**src/rtl/display_scheduler.sv**
```systemverilog
// display_scheduler: picks what the 4-digit score display shows (live score,
// high score or a transient flash value) and when it blanks, based on the
// current game state. All outputs are registered, one cycle after the inputs.
//
// Handshake: flash_req is a single-cycle request with no ready. It is accepted
// only while the game is RUNNING and the mode is not changing in the same
// cycle. flash_value is captured on acceptance, and flash_ack pulses for
// exactly one cycle on the following clock. A newer request restarts the
// flash hold with the newer value.
//
// disp_src mirrors the FSM state encoding (00 score, 01 high, 10 flash), so it
// doubles as the state observation point.
module display_scheduler #(
    parameter int CNT_W        = 28,
    parameter int ALT_CYCLES   = 200000000,
    parameter int BLINK_CYCLES = 25000000,
    parameter int FLASH_CYCLES = 50000000
) (
    input  logic        clk,
    input  logic        reset_n,
    input  logic [15:0] score_in,
    input  logic [15:0] high_score_in,
    input  logic [1:0]  game_state_in,
    input  logic        flash_req,
    input  logic [15:0] flash_value,
    output logic        flash_ack,
    output logic [15:0] disp_value,
    output logic        disp_blank,
    output logic [1:0]  disp_src,
    output logic        new_record
);

    typedef enum logic [1:0] {
        S_SCORE = 2'b00,
        S_HIGH  = 2'b01,
        S_FLASH = 2'b10
    } state_t;

    localparam logic [1:0] GS_IDLE   = 2'b00;
    localparam logic [1:0] GS_RUN    = 2'b01;
    localparam logic [1:0] GS_PAUSED = 2'b10;
    localparam logic [1:0] GS_OVER   = 2'b11;

    // Terminal counts: every counter wraps to 0 here, so none can overflow.
    localparam logic [CNT_W-1:0] ALT_TC   = CNT_W'(ALT_CYCLES - 1);
    localparam logic [CNT_W-1:0] BLINK_TC = CNT_W'(BLINK_CYCLES - 1);
    localparam logic [CNT_W-1:0] FLASH_TC = CNT_W'(FLASH_CYCLES - 1);

    state_t             r_state;
    logic [1:0]         r_gs_q;
    logic [CNT_W-1:0]   r_timer;
    logic [CNT_W-1:0]   r_blink_cnt;
    logic               r_blink_phase;
    logic [15:0]        r_flash_reg;
    logic [15:0]        r_disp_value;
    logic               r_disp_blank;
    logic [1:0]         r_disp_src;
    logic               r_flash_ack;
    logic               r_new_record;

    state_t             w_state;
    logic               w_mode_change;
    logic [CNT_W-1:0]   w_timer;
    logic [CNT_W-1:0]   w_blink_cnt;
    logic               w_blink_phase;
    logic [15:0]        w_flash_reg;
    logic               w_flash_ack;
    logic               w_new_record;
    logic               w_disp_blank;
    logic [15:0]        w_disp_value;

    // Next-state logic: mode changes restart everything, otherwise each mode
    // runs its own dwell / flash / blink sequencing.
    always_comb begin
        w_mode_change = (game_state_in != r_gs_q);
        w_state       = r_state;
        w_timer       = r_timer;
        w_blink_cnt   = '0;
        w_blink_phase = 1'b0;
        w_flash_reg   = r_flash_reg;
        w_flash_ack   = 1'b0;

        if (w_mode_change) begin
            // A pending flash is dropped and a same-cycle request is ignored.
            w_state = S_SCORE;
            w_timer = '0;
        end else begin
            case (r_gs_q)
                GS_IDLE, GS_OVER: begin
                    if (r_timer == ALT_TC) begin
                        w_timer = '0;
                        w_state = (r_state == S_SCORE) ? S_HIGH : S_SCORE;
                    end else begin
                        w_timer = r_timer + 1'b1;
                    end
                end
                GS_RUN: begin
                    if (flash_req) begin
                        w_flash_reg = flash_value;
                        w_flash_ack = 1'b1;
                        w_state     = S_FLASH;
                        w_timer     = '0;
                    end else if (r_state == S_FLASH) begin
                        if (r_timer == FLASH_TC) begin
                            w_state = S_SCORE;
                            w_timer = '0;
                        end else begin
                            w_timer = r_timer + 1'b1;
                        end
                    end else begin
                        w_state = S_SCORE;
                        w_timer = '0;
                    end
                end
                default: begin
                    w_state = S_SCORE;
                    w_timer = '0;
                end
            endcase

            // The blink counter is independent of the dwell timer so OVER can
            // alternate and blink at the same time.
            if (r_gs_q == GS_PAUSED || r_gs_q == GS_OVER) begin
                if (r_blink_cnt == BLINK_TC) begin
                    w_blink_cnt   = '0;
                    w_blink_phase = ~r_blink_phase;
                end else begin
                    w_blink_cnt   = r_blink_cnt + 1'b1;
                    w_blink_phase = r_blink_phase;
                end
            end
        end

        w_new_record = (game_state_in == GS_OVER) && (score_in > high_score_in);

        case (game_state_in)
            GS_PAUSED: w_disp_blank = w_blink_phase;
            GS_OVER:   w_disp_blank = w_blink_phase & w_new_record;
            default:   w_disp_blank = 1'b0;
        endcase

        case (w_state)
            S_HIGH:  w_disp_value = high_score_in;
            S_FLASH: w_disp_value = w_flash_reg;
            default: w_disp_value = score_in;
        endcase
    end

    // State, counters and all registered outputs.
    always_ff @(posedge clk or negedge reset_n) begin
        if (!reset_n) begin
            r_state       <= S_SCORE;
            r_gs_q        <= GS_IDLE;
            r_timer       <= '0;
            r_blink_cnt   <= '0;
            r_blink_phase <= 1'b0;
            r_flash_reg   <= '0;
            r_disp_value  <= '0;
            r_disp_blank  <= 1'b0;
            r_disp_src    <= 2'b00;
            r_flash_ack   <= 1'b0;
            r_new_record  <= 1'b0;
        end else begin
            r_state       <= w_state;
            r_gs_q        <= game_state_in;
            r_timer       <= w_timer;
            r_blink_cnt   <= w_blink_cnt;
            r_blink_phase <= w_blink_phase;
            r_flash_reg   <= w_flash_reg;
            r_disp_value  <= w_disp_value;
            r_disp_blank  <= w_disp_blank;
            r_disp_src    <= w_state;
            r_flash_ack   <= w_flash_ack;
            r_new_record  <= w_new_record;
        end
    end

    assign flash_ack  = r_flash_ack;
    assign disp_value = r_disp_value;
    assign disp_blank = r_disp_blank;
    assign disp_src   = r_disp_src;
    assign new_record = r_new_record;

endmodule

```
**config.mk**
```make
export PLATFORM = sky130hd
export DESIGN_NAME = display_scheduler
export DESIGN_NICKNAME = d
export VERILOG_FILES = /design/src/rtl/display_scheduler.sv
export SDC_FILE = /design/constraint.sdc
export NUM_CORES = 1
export LEC_CHECK = 0
export ABC_AREA = 1
export CAP_MARGIN = 20
export CORE_MARGIN = 2
export CORE_UTILIZATION = 37
export CTS_BUF_LIST = sky130_fd_sc_hd__clkbuf_4
export DETAILED_ROUTE_END_ITERATION = 10
export GPL_ROUTABILITY_DRIVEN = 0
export GPL_TIMING_DRIVEN = 0
export SLEW_MARGIN = 20
export SYNTH_ARGS = -nofsm -noshare
export SYNTH_HDL_FRONTEND = slang
export SYNTH_SLANG_ARGS = --single-unit
```
**constraint.sdc**
```tcl
create_clock -name clk -period 6 [get_ports clk]
set_input_delay 0.9 -clock clk [delete_from_list [all_inputs] [get_ports clk]]
set_output_delay 0.9 -clock clk [all_outputs]
set_load 0.02 [all_outputs]
```
==> summary.md, run 1 <==
| Metric | Value |
|---|---|
| CP Max Fanout | 10 |
| Total Routing Usage GR | 17.7% |
| Wire per inst | 13.1 um |
| Tightest Hold Check Type | in -> async |
| Leak Pwr | 3.08 nW |
| Largest net degree at the start of global routing | 77 |
| Most common cell in the netlist | nor2_1 |
| Maxcap violations | 0 |
| ANT nets after route | 0 |
| # diodes | 0 |
| Relative slew slack | 62.9% |
| Largest area contributor in the netlist | dfrtp_1 |
| Post-detailed-route via-to-cell ratio | 4.78 |
| Num Clock Sinks | 96 |
| Tcrit/Tclk final | 52.2% |
| Synthesized net count | 856 |
| Worst Path Buf+Inv | 6 |
| Worst endpoint required time | 6410 ps |
| Vias in the first global route | 4,873 |
| Yosys cell types | 33 |
| Hold_ws | 229 ps |
| Width of the die | 129 um |
| Root buf cell | clkbuf_4 |
| Hold Vio Cnt, Final | 0 |
| Worst vdd rail ir drop | 0.109 mV |
| Worst EP arrival | 3540 ps |
| Die area | 0.0166 mm2 |
| Post-synth top cells | 155 x nor2_1, 142 x nand2_1, 117 x inv_1, 96 x dfrtp_1, 60 x nand3_1 |
| Crit path top cell by count | inv_1 |
| Final cell count without fillers | 1,058 |
| Post-synthesis cell area | 0.00575 mm2 |
| Reg area | 0.00240 mm2 |
| Via count | 5,058 |
| Port-buffer cells | 73 |
| CTS tree | yes |
| Post-CTS Hold Fix Bufs | 0 |
| Sum Neg Setup Slack | 0 ps |
| Endpoint type of the worst setup path | register |
| Post-synth ARST share | 100% |
| Cells after Synth | 780 |
| Top_reg_cell synth | dfrtp_1 |
| Place WS | 2370 ps |
| Reg2reg setup slack | 3100 ps |
| Hpwl dp | 10,600 um |
| Finish-stage setup viols | 0 |
| #FFs+latches synth | 96 |
| Core area | 0.0152 mm2 |
| Syn-to-layout area delta | 20.6% |
| Max Slew Vio Count | 0 |
| Final wirelength | 13,800 um |
| DR iter-0 viols | 285 |
| EDFF count, synth | 0 |
| CTS H-tree depth | 3 |
| Die Height | 129 um |
| Clock latency on the worst-skew pair | 480 ps |
| Clk slew on worst S/H paths | 170 ps |
| Synth Area per Inst | 7.37 um2 |
| Clk_skew | 20.7 ps |
| Fraction of layout cells with a size suffix above 1 | 6.55% |
| Worst slew pin tran | 556 ps |
| CTS Buffer Depth | 2 |
| Largest delay contributor family on the critical path | buffers and inverters |
| Post-synthesis sequential area ratio | 41.8% |
| Max stage delay cell, worst path | clkdlybuf4s50_1 |
| Total gr overflow | 0 |
| Pwr per Cell Area | 200 mW/mm2 |
| PnR worst setup slack | 2870 ps |
| Largest stage delay, worst path | 530 ps |
| Initial antenna violation count | 0 |
| Post-CTS setup buffer count | 0 |
| Number of buffers created by CTS | 9 |
| Row count | 45 |
| I/O Pins | 74 |
| Min Clock Period, post-route | 3130 ps |
| Global-route wire length before repair | 23,100 um |
| Synthesis Warnings | 0 |
| Share of the synthesized area in the top cell type | 41.8% |
| Crit Path Class | in -> reg |
| Top post-synthesis cells by area | dfrtp_1 42%, nor2_1 10%, nand2_1 9.3%, inv_1 7.6%, nand3_1 5.2% |
| Top Registers | r_blink_cnt (28), r_timer (28) |
| RSZ-0062 raised after global routing | false |
| Crit path launch type | primary input |
| Crit-path cells | clkdlybuf4s50_1 -> xnor2_1 -> nand2_2 -> inv_1 -> nand2_1 -> nor2_1 -> nand3_1 -> inv_1 -> ha_1 -> clkbuf_1 -> inv_1 -> clkbuf_1 -> nor2_1 -> a21oi_1 |
| Fin nets | 941 |
| FILL cells | 1,545 |
| Util after Layout | 45.6% |
| Drc violations | 0 |
| Drt first pass iters | 4 |
| Initial core utilization | 37.8% |
| Area of the multi-input gates | 0.00282 mm2 |
| Status | complete, no violations |
| Max Clk Rate | 319 MHz |
| Post-cts repair resize count | 0 |
| Dpl cells | 1,042 |
[where the power goes]
group	internal (mW)	leakage, nW	switching (mW)
combinational	0.117	1.72	0.0958
clock	0.216	0.102	0.246
sequential	0.692	1.26	0.0212
[cell type report]
type	instances	share of cell area [%]
plain buffers	17	1.32
clock buffers	9	0.974
well taps	188	3.39
repair buffers	74	10.9
inverters	117	6.33
flip-flops and latches	96	34.6
clock inverters	7	1.80
multi-input cells	550	40.6
[metrics by stage]
step	area (um2)	total power, mW
after detailed placement	6750	0.940
final	6940	1.39
after global placement	6720	0.936
after global routing	6940	1.46
after floorplan	5750	0.843
after CTS	6940	1.41
[routing by layer]
layer  wire, um  vias to the layer above  global-route usage [%]
met2       6070                      123                    27.4
met5          0                        -                       0
met1       6740                     2292                    24.4
met3        701                       24                    3.16
li1           -                     2619                       -
met4        333                        0                    7.42
[cell families after synthesis]
kind of cell	Yosys count	synth area share, %
AO/OA/AOI/OAI	70	6.96
XOR/XNOR	31	4.72
adder cells (fa/ha/maj)	23	5.00
buffers and inverters	134	9.23
flip-flops	96	41.8
AND/OR/NAND/NOR	426	32.3
[worst paths after layout]
| path | cells after the start | endpoint | from |
|---|---|---|---|
| max in group asynchronous | 2 | r_blink_cnt[7] | reset_n |
| min in group clk | 1 | r_blink_cnt[0] | r_blink_cnt[0] |
| max reg2reg | 15 | disp_value[4] | r_timer[0] |
| max | 14 | disp_value[4] | game_state_in[1] |
| min reg2reg | 1 | r_blink_cnt[0] | r_blink_cnt[0] |
| min | 1 | disp_value[13] | reset_n |
[cells in the final DEF, fill, tap and decap left out, drive strengths merged, types with 2 or more instances in the layout]
master,count
inv,120
xor2,20
o21a,16
o22ai,2
buf,11
nand3b,2
nand3,62
nand4,17
xnor2,11
bufinv,3
nor3,15
ha,23
o21ai,9
clkdlybuf4s50,72
nor2,162
or2,17
nor3b,2
nand2,147
nor4,2
a21oi,40
clkbuf,17
dfrtp,96
Note: power is estimated with default switching activity, not from simulation.
==> run 2, diff against run 1 <==
==> constraint.sdc (replaced) <==
create_clock -name clk -period 3.1 [get_ports clk]
set_input_delay 0.465 -clock clk [delete_from_list [all_inputs] [get_ports clk]]
set_output_delay 0.465 -clock clk [all_outputs]
set_load 0.02 [all_outputs]
==> summary.md, run 2 (synthesis gave the netlist of run 1 again) <==
| Metric | Value |
|---|---|
| Leak Pwr | 3.09 nW (+0.21%) |
| Drt first pass iters | 5 (+1) |
| FILL cells | 1,548 (+0.19%) |
| Crit Path Class | reg -> reg |
| Final wirelength | 13,900 um (about the same) |
| Largest delay contributor family on the critical path | buffers and inverters |
| CP Max Fanout | 10 (unchanged) |
| Initial antenna violation count | 0 (unchanged) |
| Top Registers | r_blink_cnt (28), r_timer (28) |
| Fraction of layout cells with a size suffix above 1 | 6.67% (+0.11 points) |
| Hold Vio Cnt, Final | 0 (unchanged) |
| DR iter-0 viols | 309 (+8.4%) |
| Largest stage delay, worst path | 470 ps (-60 ps) |
| Initial core utilization | 37.8% (unchanged) |
| Area after DPL | 0.00675 mm2 (unchanged) |
| CTS tree | yes |
| Post-CTS setup buffer count | 0 (unchanged) |
| Largest net degree at the start of global routing | 77 (unchanged) |
| Fin nets | 941 (unchanged) |
| Max Slew Vio Count | 0 (unchanged) |
| PnR worst setup slack | 337 ps (-2530 ps) |
| Total Routing Usage GR | 17.7% (unchanged) |
| Finish-stage setup viols | 0 (unchanged) |
| Sum Neg Setup Slack | 0 ps (unchanged) |
| Port-buffer cells | 73 (unchanged) |
| Total gr overflow | 0 (unchanged) |
| Core area | 0.0152 mm2 (unchanged) |
| Most frequent cells in the layout | 155 x nor2_1, 142 x nand2_1, 117 x inv_1, 96 x dfrtp_1, 72 x clkdlybuf4s50_1 |
| Place WS | -98.7 ps (-2470 ps) |
| Die area | 0.0166 mm2 (unchanged) |
| Width of the die | 129 um (unchanged) |
| Endpoint type of the worst setup path | register |
| Hold_ws | 370 ps (+140 ps) |
| Number of buffers created by CTS | 9 (unchanged) |
| Overall Power | 2.69 mW (+94%) |
| Status | complete, no violations |
| Max stage delay cell, worst path | clkbuf_1 |
| Row count | 45 (unchanged) |
| Clock latency on the worst-skew pair | 480 ps (about the same) |
| CTS H-tree depth | 3 (unchanged) |
| Commonest non-fill, non-tap cell in the layout | nor2_1 |
| Min Clock Period, post-route | 2760 ps |
| Num Clock Sinks | 96 (unchanged) |
| Clk slew on worst S/H paths | 160 ps (about the same) |
| Tightest Hold Check Type | in -> async |
| Relative slew slack | 61.2% (-1.8 points) |
| Maxcap violations | 0 (unchanged) |
| CTS Buffer Depth | 2 (unchanged) |
| Hpwl dp | 10,600 um (unchanged) |
| Worst slew pin tran | 582 ps (+26.2 ps) |
| Via count | 5,038 (-0.40%) |
| Worst vdd rail ir drop | 0.210 mV (+94%) |
| Max Clk Rate | 362 MHz |
| Die Height | 129 um (unchanged) |
| Global-route wire length before repair | 23,100 um (unchanged) |
| Drc violations | 0 (unchanged) |
| # diodes | 0 (unchanged) |
| Post-detailed-route via-to-cell ratio | 4.76 (-0.40%) |
| Syn-to-layout area delta | 20.8% |
| I/O Pins | 74 (unchanged) |
| Root buf cell | clkbuf_4 |
| Worst Path Buf+Inv | 3 (-3) |
| Crit-path cells | ha_1 -> nand3_2 -> inv_1 -> nand2_2 -> nor2_2 -> nand2_1 -> nand3_1 -> nand3_1 -> nand2_1 -> ha_1 -> clkbuf_1 -> clkbuf_1 -> a21oi_1 -> a21oi_1 |
| Tcrit/Tclk final | 89.1% |
| Pwr per Cell Area | 387 mW/mm2 (+93%) |
| ANT nets after route | 0 (unchanged) |
| Vias in the first global route | 4,873 (unchanged) |
| Wire per inst | 13.1 um (about the same) |
| Worst EP arrival | 3170 ps (-370 ps) |
| Clk_skew | 19.3 ps (-1.41 ps) |
| RSZ-0062 raised after global routing | false |
| Crit path launch type | register |
| Design Area, Final | 0.00695 mm2 (+0.11%) |
| Worst endpoint required time | 3510 ps (-2900 ps) |
run 2: what timing repair did:
| action | in CTS | in global routing |
|---|---|---|
| gates resized for setup | 0 | 2 |
| hold buffers | 1 | 0 |
| hold endpoints to repair | 20 | 0 |
| endpoints found under the setup margin | 0 | 10 |
run 2: cell type report:
class | instances | area (um2) | share of cell area, %
buffer | 16 | 88.8 | 1.28
clock buffer | 9 | 67.6 | 0.973
clock inverter | 7 | 125 | 1.80
inverter | 117 | 439 | 6.32
multi-input combinational | 550 | 2820 | 40.6
sequential | 96 | 2400 | 34.6
tap | 188 | 235 | 3.39
timing repair buffer | 75 | 769 | 11.1
run 2: path summary, 6_finish.rpt:
check                                    start  slack (ps)  depth (start not counted)        endpoint
max in group asynchronous              reset_n        2080                          3  r_blink_cnt[7]
worst max-delay path                r_timer[0]         340                         14   disp_value[6]
worst min-delay path                   reset_n         370                          2  disp_value[13]
worst max register to register      r_timer[0]         340                         14   disp_value[6]
worst min register to register  r_blink_cnt[0]         490                          1  r_blink_cnt[0]
min in group clk                r_blink_cnt[0]         490                          1  r_blink_cnt[0]
run 2: power breakdown:
part	switching, mW	internal [mW]
sequential	0.0410	1.34
clock	0.475	0.419
combinational	0.186	0.227
total	0.702	1.98
run 2: layer usage:
| metal | up-vias | global-route usage (%) | wire length [um] |
|---|---|---|---|
| met2 | 122 | 27.4 | 6080 |
| met4 | 0 | 7.42 | 342 |
| met1 | 2271 | 24.4 | 6710 |
| met3 | 26 | 3.16 | 718 |
| met5 | - | 0 | 0 |
| li1 | 2619 | - | - |
run 2: worst register-to-register path: cells and delay by family, from the launching register on:
kind	cells	cell delay [ps]
flip-flops	1	440
AND/OR/NAND/NOR	7	600
AO/OA/AOI/OAI	2	250
adder cells (fa/ha/maj)	2	540
buffers and inverters	3	830
run 2: metrics by stage:
stage / cells / util (%)
6_report: 1058 / 45.7
5_1_grt: 1058 / 45.7
4_1_cts: 1059 / 45.7
3_5_place_dp: 1042 / 44.4
3_3_place_gp: 1041 / 44.2
2_1_floorplan: 780 / -
==> run 3, diff against run 2 <==
--- a/config.mk
+++ b/config.mk
@@ -13,6 +13,8 @@
 export DETAILED_ROUTE_END_ITERATION = 10
 export GPL_ROUTABILITY_DRIVEN = 0
 export GPL_TIMING_DRIVEN = 0
+export PLACE_DENSITY = 0.54
+export SKIP_LAST_GASP = 1
 export SLEW_MARGIN = 20
 export SYNTH_ARGS = -nofsm -noshare
 export SYNTH_HDL_FRONTEND = slang
==> constraint.sdc (replaced) <==
create_clock -name clk -period 2.9 [get_ports clk]
set_input_delay 0.435 -clock clk [delete_from_list [all_inputs] [get_ports clk]]
set_output_delay 0.435 -clock clk [all_outputs]
set_load 0.02 [all_outputs]
==> summary.md, run 3 (synthesis gave the netlist of run 1 again) <==
| Metric | Value |
|---|---|
| Endpoint type of the worst setup path | register |
| Design Area, Final | 0.00690 mm2 (-0.65%) |
| Drt first pass iters | 5 (unchanged) |
| Initial antenna violation count | 1 (+1) |
| Logic pwr share | 16.8% (+1.4 points) |
| Min Clock Period, post-route | 2550 ps (-210 ps) |
| Root buf cell | clkbuf_4 |
| Global-route wire length before repair | 23,900 um (+3.6%) |
| Crit-path cells | ha_1 -> nand3_2 -> inv_1 -> nand2_2 -> nor2_2 -> nand2_1 -> nand2_1 -> nand3_1 -> inv_1 -> ha_1 -> clkbuf_1 -> buf_2 -> a21oi_1 -> a21oi_1 |
| Max Slew Vio Count | 0 (unchanged) |
| Num Clock Sinks | 96 (unchanged) |
| Internal | 1.94 mW (-2.1%) |
| Top Registers | r_blink_cnt (28), r_timer (28) |
| Relative slew slack | 67.4% (+6.2 points) |
| Clk pwr share | 28.0% (-5.2 points) |
| Clk_skew | 24.1 ps (+4.79 ps) |
| Area after DPL | 0.00675 mm2 (unchanged) |
| Final cell count without fillers | 1,059 (+0.095%) |
| Hold Vio Cnt, Final | 0 (unchanged) |
| CTS tree | yes |
| Largest net degree at the start of global routing | 50 (-35%) |
| Vias in the first global route | 4,962 (+1.8%) |
| Row count | 45 (unchanged) |
| Width of the die | 129 um (unchanged) |
| Core area | 0.0152 mm2 (unchanged) |
| Number of buffers created by CTS | 9 (unchanged) |
| Finish-stage setup viols | 0 (unchanged) |
| Post-detailed-route via-to-cell ratio | 4.81 (+1.0%) |
| Syn-to-layout area delta | 20.0% |
| Crit Path Class | reg -> reg |
| Max stage delay cell, worst path | dfrtp_1 |
| Status | complete, no violations |
| Initial core utilization | 37.8% (unchanged) |
| Tightest Hold Check Type | in -> async |
| Final wirelength | 14,300 um (+3.4%) |
| DR iter-0 viols | 285 (-7.8%) |
| Worst vdd rail ir drop | 0.249 mV (+18%) |
| CP Max Fanout | 10 (unchanged) |
| Largest stage delay, worst path | 410 ps (-60 ps) |
| CTS Buffer Depth | 2 (unchanged) |
| Worst EP arrival | 2980 ps (-190 ps) |
| Port-buffer cells | 73 (unchanged) |
| Drc violations | 0 (unchanged) |
| CTS H-tree depth | 3 (unchanged) |
| Max Clk Rate | 392 MHz (+8.2%) |
| Die area | 0.0166 mm2 (unchanged) |
| Pwr per Cell Area | 387 mW/mm2 (about the same) |
| Fin nets | 941 (unchanged) |
| Wire per inst | 13.5 um (+3.3%) |
| Most frequent cells in the layout | 155 x nor2_1, 142 x nand2_1, 116 x inv_1, 96 x dfrtp_1, 72 x clkdlybuf4s50_1 |
| Maxcap violations | 0 (unchanged) |
| RSZ-0062 raised after global routing | true |
| Fraction of layout cells with a size suffix above 1 | 7.13% (+0.46 points) |
| Total Routing Usage GR | 18.2% (+0.53 points) |
| Via count | 5,094 (+1.1%) |
| Switching part of the total power | 27.2% (+1.1 points) |
| Total gr overflow | 0 (unchanged) |
| Clk slew on worst S/H paths | 160 ps (about the same) |
| NetSw | 0.725 mW (+3.4%) |
| I/O Pins | 74 (unchanged) |
| Sequential fraction of design power | 55.3% (+3.9 points) |
| Crit path launch type | register |
| Hpwl dp | 11,100 um (+4.6%) |
| Clock latency on the worst-skew pair | 490 ps (about the same) |
| Dpl cells | 1,042 (unchanged) |
| Commonest non-fill, non-tap cell in the layout | nor2_1 |
| Tcrit/Tclk final | 88.0% (-1.1 points) |
| Worst endpoint required time | 3320 ps (-190 ps) |
| Worst slew pin tran | 489 ps (-92.8 ps) |
| Leak Pwr | 3.06 nW (-0.91%) |
| Die Height | 129 um (unchanged) |
| ANT nets after route | 0 (unchanged) |
==> run 3: cell types whose count changed in the layout (fill, tap and decap cells not counted), sizes merged <==
| cell | change |
|---|---|
| inv | -4 |
| clkinv | +2 |
| clkinvlp | +3 |
| bufinv | -2 |
| buf | +2 |
| clkbuf | -1 |
| diode | +1 |
==> run 3: per-stage QoR <==
stage	utilization, %	hold slack (ps)	power [mW]	setup WS, ps	setup TNS [ps]
after floorplan	-	139	1.75	597	0
after global placement	44.2	465	1.94	-2390	-232090
after detailed placement	44.4	410	1.95	-357	-3410
after CTS	45.3	438	2.70	106	0
after global routing	45.4	450	2.81	-17.5	-17.5
final	45.4	457	2.67	347	0
==> run 3: metal layers <==
metal  up-vias  global-route usage, %  share of wire [%]
met5         -                      0                  0
met4         0                   6.91                2.2
met3        22                   3.58                5.3
met2       126                   28.8                 45
met1      2328                   24.7                 47
li1       2618                      -                  -
==> run 3: final timing paths <==
kind | from | end | slack, ps | cells past startpoint
setup reg to reg | r_timer[0] | disp_value[6] | 350 | 14
hold reg to reg | r_timer[0] | r_timer[0] | 490 | 1
min in group clk | r_timer[0] | r_timer[0] | 490 | 1
setup / recovery | r_timer[0] | disp_value[6] | 350 | 14
max in group asynchronous | reset_n | r_gs_q[1] | 1860 | 3
hold / removal | reset_n | r_timer[9] | 460 | 2
==> run 3: layout make-up <==
class                           count  area, um2
Inverter                          117        443
Fill cell                        1525       8300
Tap cell                          188        235
Sequential cell                    96       2400
Clock buffer                       10       75.1
Buffer                             15       87.6
Clock inverter                      6       60.1
Antenna cell                        1       2.50
Multi-Input combinational cell    550       2820
Timing Repair Buffer               76        777
==> run 3: critical path: cells and delay by family, from the launching register on <==
family | cells | cell delay [ps]
AOI/OAI and AO/OA | 2 | 270
and+or+nand+nor | 6 | 650
buffers and inverters | 4 | 800
adders and majority gates | 2 | 380
DFF | 1 | 410
==> run 3: power groups by stage <==
stage	Sequential (mW)	Combinational, mW	Clock (mW)
3_5_place_dp	1.50	0.451	0
5_1_grt	1.49	0.496	0.829
4_1_cts	1.48	0.453	0.772
2_1_floorplan	1.51	0.233	0
6_report	1.47	0.447	0.746
3_3_place_gp	1.50	0.438	0
==> run 3: what timing repair did <==
item                       4_1_cts  5_1_grt
pin swaps                        0        0
gates cloned                     0        0
hold endpoints to repair        48        0
gates resized for setup          0        8
buffers inserted                 0        1
setup endpoints to repair        3       16
hold buffers                     1        0
==> variant 1: new RTL, flow settings as in run 2 <==
`CNT_W`: 28 -> 56.
--- a/src/rtl/display_scheduler.sv
+++ b/src/rtl/display_scheduler.sv
@@ -11,7 +11,7 @@
 // disp_src mirrors the FSM state encoding (00 score, 01 high, 10 flash), so it
 // doubles as the state observation point.
 module display_scheduler #(
-    parameter int CNT_W        = 28,
+    parameter int CNT_W        = 56,
     parameter int ALT_CYCLES   = 200000000,
     parameter int BLINK_CYCLES = 25000000,
     parameter int FLASH_CYCLES = 50000000
Formal check against the unedited RTL: same outputs for any inputs over 10 cycles, from zero or initial values and one cycle with reset_n low; that may be too few to reach the edited logic, so the function may still have changed.
==> variant 1 against run 2 <==
  * Utilization down 2.4 points
  * Wire length grew 120%
  * Sequential power grew 51%
  * Die area is 74% higher
  * Hold slack gained 0.029 ns
  * First-iteration DRC count is 130% higher
  * Setup slack lost 0.099 ns
  * Synthesized area rose by 77%
  * Cell area increased by 68%
  * Largest power group unchanged
  * Sequential cell count grew 56
  * Total power is 47% higher
  * Non-clock buffer count grew 11
==> variant 1: results <==
final_layout:
  drive_gt1_share_pct: 6.57
  num-fill-cells: 2820
  top_regs: "r_blink_cnt: 56 flops, r_timer: 56 flops"
  num-nets-final: 1677
clock_tree:
  clkTransAtPathRegs_ns: 0.14
  cts-buffers-inserted: 17
  clk_latency_ns: 0.60
  htree_levels: 4
status:
  run_status: "complete, no violations"
worst_setup_path:
  critPathTopFamily: "simple AND/OR/NAND/NOR gates"
  critical_path.max_stage_delay_ns: 0.49
  rr_endpoint: "disp_value[8]"
  reg2reg_slack_ns: 0.24
  critPathArrivalTime_ns: 3.36
  slowest_stage: "ha_1"
pwr:
  peakVddDrop_uv: 220
  p_leak_nw: 4.90
routing:
  wl_per_cell_um: 15.9
  first_iter_violations: 706
  vias: 10000
  firstDrtPassIters: 6
global_route:
  antenna_found_initial: 1
  grt.total_usage_pct: 22.3
  grt_max_degree: 81
sta:
  skew_ns: 0.0310
synthesis:
  syn-num-nets: 1585
  netlist_top_cells_count: "nor2_1 (357), nand2_1 (345), inv_1 (169)"
  synth_sequential_area_ratio_pct: 37.4
  synth_cell_types: 40
  ys_top_cells_by_area: "dfrtp_1 (37%), nor2_1 (13%), nand2_1 (13%), nand3_1 (7.0%), inv_1 (6.2%)"
[variant 1: layout make-up]
| class | count | area share, % |
|---|---|---|
| Multi-Input combinational cell | 1153 | 47.4 |
| Sequential cell | 152 | 32.6 |
| Timing Repair Buffer | 76 | 6.69 |
| Inverter | 175 | 5.72 |
| Tap cell | 341 | 3.66 |
| Buffer | 26 | 1.43 |
| Clock inverter | 13 | 1.31 |
| Clock buffer | 19 | 1.22 |
| Antenna cell | 1 | 0.0214 |
[variant 1: cells by family (layout without fill, tap and decap cells)]
group / count (synthesis) / count (layout) / synth area share, %
adder cells (fa/ha/maj): 23 / 23 / 2.83
buffers and inverters: 204 / 309 / 8.23
AND/OR/NAND/NOR: 997 / 997 / 42.6
flip-flops: 152 / 152 / 37.4
other: 0 / 1 / 0
AO/OA/AOI/OAI: 98 / 98 / 5.88
XOR/XNOR: 35 / 35 / 3.02
[variant 1: what timing repair did]
action | 4_1_cts | 5_1_grt
buffers inserted | 0 | 1
hold buffers | 1 | 0
hold endpoints to repair | 72 | 0
gates resized for setup | 0 | 8
endpoints found under the setup margin | 10 | 16
[variant 1: worst reg2reg max path, delay by kind of cell, from the launching register on]
family	cells	cell delay, ns
flip-flops	1	0.42
AO/OA/AOI/OAI	2	0.27
buffers and inverters	3	0.50
AND/OR/NAND/NOR	7	0.80
adder cells (fa/ha/maj)	2	0.79
[variant 1: routing by layer]
metal	up-vias	part of all wire [%]	track usage, %
met5	-	0	0
met4	0	3.2	8.25
met2	302	46	37.0
met3	63	5.1	3.82
met1	4635	45	29.2
li1	5033	-	-
[variant 1: worst max-delay path by stage]
stage | slack, ns | endpoint
floorplan | 0.67 | disp_value[10]
global placement | -5.00 | r_blink_cnt[48]
detailed placement | -0.65 | disp_value[8]
CTS | 0.02 | disp_value[8]
global route | 0.03 | disp_value[9]
finish | 0.24 | disp_value[8]
[variant 1: through the flow]
step | instances | TNS (ns) | instance area (sq um) | worst slack (ns) | total power, mW
global placement | 1923 | -764.06 | 11300 | -5.00 | 2.63
CTS | 1956 | 0 | 11700 | 0.0233 | 3.99
finish | 1956 | 0 | 11700 | 0.239 | 3.95
detailed placement | 1924 | -7.32 | 11400 | -0.651 | 2.64
floorplan | 1509 | 0 | 10200 | 0.670 | 2.39
global route | 1956 | 0 | 11700 | 0.0271 | 4.13
[variant 1: power by group]
group	internal, mW	leakage, nW	switching, mW
combinational	0.214	2.72	0.306
sequential	2.06	2.03	0.0225
clock	0.572	0.156	0.776
total	2.84	4.90	1.10
==> variant 2: new RTL, settings of run 2 <==
Made on the original files. `r_flash_reg` no longer has a reset.
--- a/src/rtl/display_scheduler.sv
+++ b/src/rtl/display_scheduler.sv
@@ -154,7 +154,6 @@
             r_timer       <= '0;
             r_blink_cnt   <= '0;
             r_blink_phase <= 1'b0;
-            r_flash_reg   <= '0;
             r_disp_value  <= '0;
             r_disp_blank  <= 1'b0;
             r_disp_src    <= 2'b00;
@@ -166,13 +165,16 @@
             r_timer       <= w_timer;
             r_blink_cnt   <= w_blink_cnt;
             r_blink_phase <= w_blink_phase;
-            r_flash_reg   <= w_flash_reg;
             r_disp_value  <= w_disp_value;
             r_disp_blank  <= w_disp_blank;
             r_disp_src    <= w_state;
             r_flash_ack   <= w_flash_ack;
             r_new_record  <= w_new_record;
         end
+    end
+
+    always_ff @(posedge clk) begin
+        r_flash_reg <= w_flash_reg;
     end
 
     assign flash_ack  = r_flash_ack;
Function: no difference found for any inputs over 10 cycles, from zero or initial values and one cycle with reset_n low; that may be too few to reach the edited logic, so the function may still have changed.
==> variant 2 against run 2 <==
  * Setup slack improved by 0.076 ns
  * Largest power group unchanged
  * Highest routed layer unchanged
  * Cell area decreased by 1.5%
  * Clock skew up 0.0079 ns
  * Sequential share of layout area shrank 0.63 points
  * Wire length is 1.0% lower
  * Sequential cell count unchanged
  * Total power down 4.2%
  * Largest cell class unchanged
  * Synthesized area fell by 1.4%
  * Critical endpoint is now disp_value[7]
  * Non-clock buffer count up 1
==> variant 2: results <==
status:
  run_status: "complete, no violations"
worst_setup_path:
  cp_max_fo: 10
  crit_start: "r_timer[0]"
  critical_path.max_stage_delay_ns: 0.45
  critPathTopFamily: "buffers and inverters"
  critPathArrivalTime_ns: 3.10
  slowest_stage: "clkbuf_1"
clock_tree:
  clkTransAtPathRegs_ns: 0.16
  cts_buffer_depth: 2
  htree_levels: 3
  cts-root-buf: "clkbuf_4"
  clk_latency_ns: 0.48
global_route:
  grt_pass1_wl_um: 23600
  antenna_found_initial: 0
  grt_overflow: 0
  grt_max_degree: 42
  first_global_vias: 5031
  grt.total_usage_pct: 18.1
placement:
  portBuffers: 73
  hpwl_um: 10700
  pre_cts_slack_ns: -0.0848
synthesis:
  synthArstFlopShare_pct: 83.3
  ys_top_cells_by_area: "dfrtp_1 (35%), nor2_1 (10%), nand2_1 (9.4%), inv_1 (7.7%), dfxtp_1 (5.6%)"
  synth_cell_types: 34
  synth_flop_cell: "dfrtp_1"
  netlist_top_cells_count: "nor2_1 (155), nand2_1 (142), inv_1 (117)"
  synth_sequential_area_ratio_pct: 41.0
  syn-num-nets: 856
  yosys_warnings: 0
sta:
  tightest_slew_ns: 0.535
  skew_ns: 0.0272
routing:
  firstDrtPassIters: 5
  first_iter_violations: 268
  wl_per_cell_um: 12.9
  ant_nets: 0
  vias: 5054
pwr:
  seq_cell_power_mw: 1.38
  comb_cell_power_mw: 0.406
  p_leak_nw: 3.03
  p_int_mw: 1.91
  peakVddDrop_uv: 271
final_layout:
  antenna_cells: 0
  top_regs: "r_blink_cnt: 28 flops, r_timer: 28 flops"
  drive_gt1_share_pct: 6.89
  num-nets-final: 942
  num-fill-cells: 1555
min_path:
  hold_path_class: "flip-flop to flip-flop"
  worstHoldStart: "r_flash_reg[11]"
## variant 2: metrics by stage
| step | total power, mW | area, sq um | hold WS (ns) | instances |
|---|---|---|---|---|
| finish | 2.57 | 6840 | 0.479 | 1059 |
| global route | 2.70 | 6840 | 0.490 | 1059 |
| CTS | 2.61 | 6830 | 0.467 | 1059 |
| detailed placement | 1.81 | 6650 | 0.445 | 1042 |
| global placement | 1.80 | 6640 | 0.439 | 1041 |
| floorplan | 1.63 | 5670 | 0.169 | 780 |
## variant 2: worst paths after layout
kind,endpoint,slack [ns],cells past startpoint
min,r_flash_reg[11],0.48,1
max reg2reg,disp_value[7],0.41,15
max in group asynchronous,r_blink_cnt[4],1.98,3
min in group asynchronous,flash_ack,0.49,2
min reg2reg,r_flash_reg[11],0.48,1
max,disp_value[7],0.41,15
## variant 2: metal layers
layer / share of wire [%] / global-route usage [%] / up-vias / wire length (um)
li1: - / - / 2625 / -
met1: 49 / 24.6 / 2294 / 6730
met2: 44 / 29.0 / 121 / 6100
met3: 4.4 / 2.96 / 14 / 607
met4: 2.0 / 6.79 / 0 / 269
met5: 0 / 0 / - / 0
## variant 2: cell families (layout without fill, tap and decap cells)
logic type,Yosys count,in the layout,synth area share (%)
buffers and inverters,134,225,9.36
adders and majority gates,23,23,5.08
and+or+nand+nor,426,426,32.8
xor gates and xnor gates,31,31,4.79
DFF,96,96,41.0
AOI/OAI and AO/OA,70,70,7.06
## variant 2: what timing repair did
action,4_1_cts,5_1_grt
hold buffers,1,0
endpoints found under the setup margin,0,11
hold endpoints to repair,39,0
resized for setup,0,8
## variant 2: layout make-up
type	instances	share of cell area [%]
clock inverter	6	1.35
inverter	117	6.42
tap	188	3.44
timing repair buffer	75	11.1
multi-input combinational	550	41.2
sequential	96	34.0
clock buffer	10	1.10
buffer	17	1.43
